File: src/rtl/jump_sequencer.sv
// rtl/jump_sequencer.sv - multi-cycle jump command sequencer with shared operand-fetch port
module jump_sequencer #(
  parameter int unsigned FETCH_TIMEOUT = 255
) (
  input  logic        clk,
  input  logic        reset,
  input  logic        cmd_valid,
  output logic        cmd_ready,
  input  logic [31:0] cmd,
  output logic        fetch_req,
  output logic [3:0]  fetch_reg,
  input  logic        fetch_ack,
  input  logic [31:0] fetch_data,
  output logic [31:0] eval_cmd,
  output logic [31:0] eval_arg_1,
  output logic [31:0] eval_arg_2,
  input  logic        eval_should_jump,
  output logic        res_valid,
  output logic        res_taken,
  output logic [31:0] res_target,
  output logic        res_error
);

  typedef enum logic [2:0] {
    S_IDLE,
    S_FETCH_A1,
    S_FETCH_A2,
    S_EVAL,
    S_FETCH_DEST,
    S_RESP
  } state_e;

  localparam logic [9:0] JUMP_OP      = 10'b0010000000;
  // Last counter value before a fetch gives up; an ack seen in that same cycle still wins.
  localparam logic [7:0] TIMEOUT_LAST = 8'(FETCH_TIMEOUT - 1);

  state_e      state;
  state_e      state_n;

  logic [3:0]  a1_code;
  logic [3:0]  a2_code;
  logic [3:0]  dest_code;
  logic        two_args;
  logic [7:0]  wait_cnt;

  logic        dec_is_jump;
  logic        dec_legal;
  logic [1:0]  dec_nargs;
  logic [3:0]  dec_a1;
  logic [3:0]  dec_a2;

  logic        in_fetch;
  logic        fetch_expired;
  logic        decline;

  // Decode the incoming command word: operand register codes and argument count per jump type.
  always_comb begin
    dec_is_jump = (cmd[31:22] == JUMP_OP);
    dec_legal   = 1'b1;
    dec_nargs   = 2'd0;
    dec_a1      = 4'd0;
    dec_a2      = 4'd0;
    case (cmd[21:19])
      3'b000: begin
        dec_nargs = 2'd0;
      end
      3'b001: begin
        dec_nargs = 2'd2;
        dec_a1    = cmd[10:7];
        dec_a2    = cmd[5:2];
      end
      3'b010: begin
        dec_nargs = 2'd2;
        dec_a1    = cmd[12:9];
        dec_a2    = cmd[7:4];
      end
      3'b011: begin
        dec_nargs = 2'd1;
        dec_a1    = cmd[6:3];
      end
      3'b100: begin
        dec_nargs = 2'd1;
        dec_a1    = cmd[9:6];
      end
      default: begin
        dec_legal = 1'b0;
      end
    endcase
  end

  // Non-jump commands and illegal jump types skip straight to the response.
  assign decline = !dec_is_jump || !dec_legal;

  assign in_fetch      = (state == S_FETCH_A1) || (state == S_FETCH_A2) || (state == S_FETCH_DEST);
  assign fetch_expired = in_fetch && !fetch_ack && (wait_cnt == TIMEOUT_LAST);

  // State register.
  always_ff @(posedge clk) begin
    if (reset) begin
      state <= S_IDLE;
    end else begin
      state <= state_n;
    end
  end

  // Next-state logic; fetch_ack only matters while a fetch is outstanding.
  always_comb begin
    state_n = state;
    case (state)
      S_IDLE: begin
        if (cmd_valid) begin
          if (decline) begin
            state_n = S_RESP;
          end else if (dec_nargs != 2'd0) begin
            state_n = S_FETCH_A1;
          end else begin
            state_n = S_EVAL;
          end
        end
      end
      S_FETCH_A1: begin
        if (fetch_ack) begin
          state_n = two_args ? S_FETCH_A2 : S_EVAL;
        end else if (fetch_expired) begin
          state_n = S_RESP;
        end
      end
      S_FETCH_A2: begin
        if (fetch_ack) begin
          state_n = S_EVAL;
        end else if (fetch_expired) begin
          state_n = S_RESP;
        end
      end
      S_EVAL: begin
        state_n = eval_should_jump ? S_FETCH_DEST : S_RESP;
      end
      S_FETCH_DEST: begin
        if (fetch_ack || fetch_expired) begin
          state_n = S_RESP;
        end
      end
      S_RESP: begin
        state_n = S_IDLE;
      end
      default: begin
        state_n = S_IDLE;
      end
    endcase
  end

  // Handshake and fetch-port outputs decoded from the current state.
  always_comb begin
    cmd_ready = (state == S_IDLE);
    res_valid = (state == S_RESP);
    fetch_req = in_fetch;
    fetch_reg = 4'd0;
    case (state)
      S_FETCH_A1:   fetch_reg = a1_code;
      S_FETCH_A2:   fetch_reg = a2_code;
      S_FETCH_DEST: fetch_reg = dest_code;
      default:      fetch_reg = 4'd0;
    endcase
  end

  // Datapath: latch command and operands, run the fetch wait counter, and set the held result.
  always_ff @(posedge clk) begin
    if (reset) begin
      eval_cmd   <= 32'd0;
      eval_arg_1 <= 32'd0;
      eval_arg_2 <= 32'd0;
      res_taken  <= 1'b0;
      res_error  <= 1'b0;
      res_target <= 32'd0;
      a1_code    <= 4'd0;
      a2_code    <= 4'd0;
      dest_code  <= 4'd0;
      two_args   <= 1'b0;
      wait_cnt   <= 8'd0;
    end else begin
      case (state)
        S_IDLE: begin
          if (cmd_valid) begin
            eval_cmd   <= cmd;
            eval_arg_1 <= 32'd0;
            eval_arg_2 <= 32'd0;
            a1_code    <= dec_a1;
            a2_code    <= dec_a2;
            dest_code  <= cmd[17:14];
            two_args   <= (dec_nargs == 2'd2);
            wait_cnt   <= 8'd0;
            if (decline) begin
              res_taken <= 1'b0;
              res_error <= dec_is_jump;
            end
          end
        end
        S_FETCH_A1: begin
          if (fetch_ack) begin
            eval_arg_1 <= fetch_data;
            wait_cnt   <= 8'd0;
          end else if (fetch_expired) begin
            res_taken <= 1'b0;
            res_error <= 1'b1;
          end else begin
            wait_cnt <= wait_cnt + 8'd1;
          end
        end
        S_FETCH_A2: begin
          if (fetch_ack) begin
            eval_arg_2 <= fetch_data;
            wait_cnt   <= 8'd0;
          end else if (fetch_expired) begin
            res_taken <= 1'b0;
            res_error <= 1'b1;
          end else begin
            wait_cnt <= wait_cnt + 8'd1;
          end
        end
        S_EVAL: begin
          wait_cnt <= 8'd0;
          if (!eval_should_jump) begin
            res_taken <= 1'b0;
            res_error <= 1'b0;
          end
        end
        S_FETCH_DEST: begin
          if (fetch_ack) begin
            res_target <= fetch_data;
            res_taken  <= 1'b1;
            res_error  <= 1'b0;
          end else if (fetch_expired) begin
            res_taken <= 1'b0;
            res_error <= 1'b1;
          end else begin
            wait_cnt <= wait_cnt + 8'd1;
          end
        end
        default: begin
        end
      endcase
    end
  end

endmodule
File: config.mk
export PLATFORM = sky130hd
export DESIGN_NAME = jump_sequencer
export DESIGN_NICKNAME = d
export VERILOG_FILES = /design/src/rtl/jump_sequencer.sv
export SDC_FILE = /design/constraint.sdc
export NUM_CORES = 1
export LEC_CHECK = 0
export BUFFER_PORTS_ARGS = -buffer_cell sky130_fd_sc_hd__buf_2
export CORE_MARGIN = 3
export CORE_UTILIZATION = 50
export DETAILED_ROUTE_END_ITERATION = 10
export GPL_ROUTABILITY_DRIVEN = 0
export HOLD_SLACK_MARGIN = 0.1
export PLACE_DENSITY = 0.8
export SYNTH_ARGS = -nofsm -noshare
export SYNTH_HDL_FRONTEND = slang
export SYNTH_SLANG_ARGS = --single-unit
File: constraint.sdc
create_clock -name clk -period 2.1 [get_ports clk]
set_input_delay 0.42 -clock clk [delete_from_list [all_inputs] [get_ports clk]]
set_output_delay 0.42 -clock clk [all_outputs]
set_load 0.05 [all_outputs]
==> run_results.csv, run 1 <==
group,metric,value,unit
worst_setup_path,worstPathArrival,2450,ps
place,pre_cts_ws,190,ps
pwr,swShare,34.5,%
timing,fin_crit,2080,ps
synthesis,synth_top_cell_by_area,"dfxtp_1",
final_layout,areaGrowthSynthToFinish,31.7,%
global_routing,grt_pass1_vias,5630,
pwr,p_seq_share,37.6,%
floorplan,die_area,13500,um2
pwr,pwr_density_cell,1050,nW/um2
pwr,p_int,5480,uW
synthesis,seq_area_frac_synth,49.6,%
pwr,combPwrFrac,27.2,%
clock_network,clk_latency,430,ps
timing,fmax,481,MHz
floorplan,die_h,116,um
floorplan,core_area,11600,um2
worst_setup_path,crit_fanout,8,
final_layout,fill_cells,995,
clock_network,cts.sinks,150,
clock_network,clkSlewWorstSetupHoldPaths,60,ps
place,dp_hpwl,12.1,mm
clock_network,cts_buffers,17,
clock_network,tritoncts,"done",
drt,antenna_left,0,
floorplan,rows,39,
final_layout,fin_nets,1039,
pwr,leakagePower,0.00337,uW
global_routing,track_usage,26.5,%
worst_hold_path,hold_class,"primary input to flip-flop",
timing,slew_viol_final,0,
timing,min_period_over_period,99.0,%
timing,worstMarginPinSlew,596,ps
worst_setup_path,critPathLaunchType,"flip-flop",
synthesis,synth.distinct_cells,53,
clock_network,clockBufferDepth,2,
timing,timing.hold.ws,222,ps
global_routing,grt_max_degree,61,
floorplan,start_util,52.2,%
drt,drc_errors,0,
timing,setup_ws,21.1,ps
final_layout,antennaDiodeCount,0,
synthesis,syn-cell-area,6060,um2
worst_setup_path,worstSetupPathType,"flip-flop to flip-flop",
floorplan,die_w,116,um
final_layout,most-common-layout-cells,"211 x nand2_1, 199 x buf_2, 147 x dfxtp_1",
final_layout,drive_above_1_share,30.5,%
worst_setup_path,critical_path_required,2470,ps
global_routing,grt-ovfl-total,0,
drt,num_vias,6228,
synthesis,async_flop_share,0,%
timing,hold_viol,0,
global_routing,grt_pass1_wl,28.1,mm
place,io_buffer_count,205,
synthesis,ys_seq_elements,150,
final_layout,regArea,3010,um2
floorplan,pin_count,206,
timing,clock_skew,6.78,ps
clock_network,htreeDepth,4,
pwr,ir_drop,704,uV
drt,wl_per_cell,16.0,um
drt,drtIter0Drc,668,
global_routing,antenna_found_initial,0,
synthesis,synth_top_area_share,49.6,%
timing,setup_viol,0,
synthesis,netlist_instances,773,
drt,viasPerCell,5.55,
pwr,p_sw,2890,uW
synthesis,synth-edff-count,0,
synthesis,synthesis.nets,844,
outcome,status,"finished, final reports clean",
final_layout,design_area,7980,um2
final_layout,final_common_cell,"nand2_1",
drt,wirelength,17.9,mm
pwr,p_clk_share,35.1,%
clock_network,root_buffer,"clkbuf_16",
synthesis,synth-main-ff-cell,"dfxtp_1",
timing,rsz0062_at_grt,"yes",
worst_setup_path,crit_path_end_kind,"flip-flop",
synthesis,synthTopCellsByArea,"dfxtp_1 50%, nand2_1 13%, a21oi_1 12%",
synthesis,yosys_warnings,0,
synthesis,avgSynthCellArea,7.84,um2
timing,relSlewSlack,60.2,%
drt,first_pass_iters,6,
flow_run,drv_cap,0,
final_layout,multi_input_area,2760,um2
place,dpl-instance-area,7310,um2
## worst paths after layout
| kind | from | end | slack (ps) | depth (start not counted) |
|---|---|---|---|---|
| setup / recovery | state[0]$_SDFFE_PP0P_ | wait_cnt[5]$_SDFFE_PP0P_ | 20 | 7 |
| hold / removal | cmd[17] | eval_cmd[17]$_SDFFE_PP0P_ | 220 | 3 |
| setup reg to reg | state[0]$_SDFFE_PP0P_ | wait_cnt[5]$_SDFFE_PP0P_ | 20 | 7 |
| hold reg to reg | eval_arg_1[29]$_SDFFE_PP0P_ | eval_arg_1[29]$_SDFFE_PP0P_ | 450 | 2 |
## layer usage
layer | wire length (um) | track usage [%] | up-vias | part of all wire (%)
met5 | 0 | 0 | - | 0
met4 | 610 | 11.1 | 0 | 3.4
met3 | 1480 | 8.62 | 47 | 8.3
met2 | 8360 | 41.5 | 286 | 47
met1 | 7470 | 33.6 | 2880 | 42
li1 | - | - | 3015 | -
## cell type report
type | instances | area share, %
Timing Repair Buffer | 242 | 17.8
Clock inverter | 10 | 1.32
Sequential cell | 150 | 37.8
Inverter | 11 | 0.517
Clock buffer | 21 | 5.77
Tap cell | 143 | 2.24
Multi-Input combinational cell | 546 | 34.5
## flip-flops by register name, indices dropped and copies added, names as in the netlist
register,count
eval_arg_1,32
a2_code,4
res_error,1
a1_code,4
eval_cmd,32
two_args,1
eval_arg_2,32
res_target,32
wait_cnt,8
state,3
res_taken,1
## Yosys cell counts (9+ instances only)
| master | instances |
|---|---|
| inv_1 | 9 |
| buf_2 | 20 |
| dfxtp_1 | 150 |
| nand2_1 | 211 |
| a21oi_1 | 145 |
| o21ai_0 | 11 |
| clkbuf_1 | 40 |
| nor2_1 | 30 |
| a22oi_1 | 12 |
| nand3_1 | 67 |
| a211oi_1 | 9 |
## power groups by stage
stage	sequential, uW	combinational, uW	clock (uW)
floorplan	3700	1030	0
global placement	3200	2180	0
detailed placement	3200	2200	0
CTS	3150	2240	2960
global route	3170	2460	3110
finish	3150	2280	2940
## cell families after synthesis
group                    share of synthesized area [%]
adder cells (fa/ha/maj)                          0.413
XOR/XNOR                                         0.868
buffers and inverters                             5.68
AND/OR/NAND/NOR                                   23.3
AO/OA/AOI/OAI                                     19.4
multiplexers                                     0.744
flip-flops                                        49.6
## worst max-delay path, cell delays in order, from the launching register on
cell,delay (ps)
dfxtp_4,370
buf_6,140
o31a_1,340
buf_4,150
buf_4,140
a211o_1,270
or4b_4,490
a21oi_2,120
## through the flow
stage               power, uW  utilization, %  TNS [ps]  cells
floorplan                4730               -         0    773
global placement         5380            63.0         0   1087
detailed placement       5400            63.0         0   1087
CTS                      8340            68.1         0   1120
global route             8750            68.7     -24.2   1123
finish                   8370            68.7         0   1123
## repair_timing
item,4_1_cts,5_1_grt
setup buffers,2,3
endpoints found under the hold margin,0,0
pin swaps,1,3
endpoints found under the setup margin,6,7
gates resized for setup,7,14
hold buffers,0,0
Note: power is estimated with default switching activity, not from simulation.
==> inputs of run 2 (changes only) <==
- CORE_ASPECT_RATIO: not set -> 1.2
==> run 2 against run 1 <==
Clock skew grew 3.2 ps. Final cell count rose by 1.4%. Critical path depth decreased by 2. Sequential power barely moved. Cell area rose by 0.74%. Global-route usage up 0.10 points. First-iteration DRC count down 32%. Clock power is 6.8% higher. Largest power group unchanged. Highest routed layer unchanged.
==> run_results.csv, run 2 (synthesized netlist as in run 1, its figures left out) <==
group,metric,value,unit
global_routing,grt_pass1_wl,29.1,mm
final_layout,fill_cells,1001,
worst_setup_path,worstPathArrival,1640,ps
drt,drtIter0Drc,451,
drt,viasPerCell,5.59,
final_layout,fin_nets,1040,
timing,setup_viol,0,
pwr,ir_drop,651,uV
drt,antenna_left,0,
pwr,power,8570,uW
final_layout,antennaDiodeCount,0,
final_layout,areaGrowthSynthToFinish,32.7,%
timing,hold_viol,0,
timing,slew_viol_final,0,
clock_network,cts_buffers,17,
drt,first_pass_iters,5,
final_layout,regArea,3020,um2
floorplan,pin_count,206,
final_layout,most-common-layout-cells,"211 x nand2_1, 197 x buf_2, 146 x dfxtp_1",
worst_setup_path,worstSetupPathType,"flip-flop to primary output",
drt,wl_per_cell,16.2,um
final_layout,multi_input_area,2760,um2
clock_network,htreeDepth,4,
place,io_buffer_count,205,
worst_hold_path,hold_class,"primary input to flip-flop",
timing,worstMarginPinSlew,498,ps
worst_setup_path,crit_fanout,6,
worst_setup_path,critPathLaunchType,"flip-flop",
worst_setup_path,critical_path_required,1680,ps
floorplan,die_area,13500,um2
timing,fin_crit,2060,ps
global_routing,grt_pass1_vias,5923,
clock_network,cts.sinks,150,
clock_network,clockBufferDepth,2,
timing,relSlewSlack,66.8,%
floorplan,die_w,106,um
final_layout,final_common_cell,"nand2_1",
global_routing,antenna_found_initial,0,
clock_network,root_buffer,"clkbuf_16",
timing,min_period_over_period,98.3,%
clock_network,clk_latency,420,ps
floorplan,die_h,127,um
place,dpl-instance-area,7290,um2
floorplan,rows,43,
final_layout,drive_above_1_share,31.0,%
place,dp_hpwl,12.4,mm
global_routing,grt_max_degree,66,
timing,timing.hold.ws,236,ps
final_layout,design_area,8040,um2
flow_run,drv_cap,0,
pwr,pwr_density_cell,1070,nW/um2
clock_network,ctsHoldBuffers,0,
timing,fmax,485,MHz
global_routing,grt-ovfl-total,0,
pwr,leakagePower,0.00339,uW
global_routing,track_usage,26.6,%
clock_network,tritoncts,"done",
floorplan,core_area,11700,um2
drt,num_vias,6372,
drt,drc_errors,0,
clock_network,clkSlewWorstSetupHoldPaths,70,ps
worst_setup_path,crit_path_end_kind,"primary output",
timing,clock_skew,9.94,ps
outcome,status,"finished, final reports clean",
drt,wirelength,18.4,mm
floorplan,start_util,51.9,%
## run 2: changes by cell type in the layout (fill, tap and decap cells not counted), sizes merged
cell / previous run / this run
buf: 242 / 243
clkinvlp: 2 / 1
clkinv: 6 / 3
inv: 11 / 20
clkbuf: 21 / 17
## run 2: cell type report
cell class                      count  share of cell area (%)
Tap cell                          157                    2.44
Timing Repair Buffer              243                    17.6
Sequential cell                   150                    37.5
Inverter                           11                   0.514
Multi-Input combinational cell    546                    34.3
Clock buffer                       17                    5.29
Clock inverter                     15                    2.29
## run 2: path summary, 6_finish.rpt
kind	to	start	cells past startpoint	slack [ps]
max	fetch_reg[1]	state[2]$_SDFFE_PP0P_	5	40
min	eval_cmd[13]$_SDFFE_PP0P_	cmd[13]	3	240
max reg2reg	wait_cnt[5]$_SDFFE_PP0P_	state[0]$_SDFFE_PP0P_	6	130
min reg2reg	eval_arg_2[19]$_SDFFE_PP0P_	eval_arg_2[19]$_SDFFE_PP0P_	2	450
## run 2: through the flow
stage	setup WS, ps	TNS (ps)	cells	util (%)
2_1_floorplan	46.0	0	773	-
5_1_grt	-20.2	-40.0	1139	68.8
3_3_place_gp	174	0	1097	62.4
4_1_cts	1.50	0	1131	68.1
6_report	36.6	0	1139	68.8
3_5_place_dp	132	0	1097	62.4
## run 2: power breakdown
| part | switching, uW | total [uW] | internal [uW] |
|---|---|---|---|
| sequential | 123 | 3160 | 3040 |
| combinational | 1620 | 2270 | 650 |
| clock | 1330 | 3140 | 1810 |
| total | 3070 | 8570 | 5500 |
## run 2: layer usage
layer,track usage (%),vias up,part of all wire [%]
met5,0,-,0
met4,11.5,0,3.4
met3,6.46,54,8.5
met2,45.3,312,48
met1,31.9,2978,40
li1,-,3028,-
## run 2: critical path, stage by stage (launching register included)
cell and delay, ps:
dfxtp_4 370, buf_4 160, nor3b_4 290, nand2_1 120, o21ai_2 100, buf_6 180
## run 2: what timing repair did
item,CTS,global route
resized for setup,13,11
pin swaps,0,2
buffers inserted,2,8
endpoints found under the setup margin,7,40
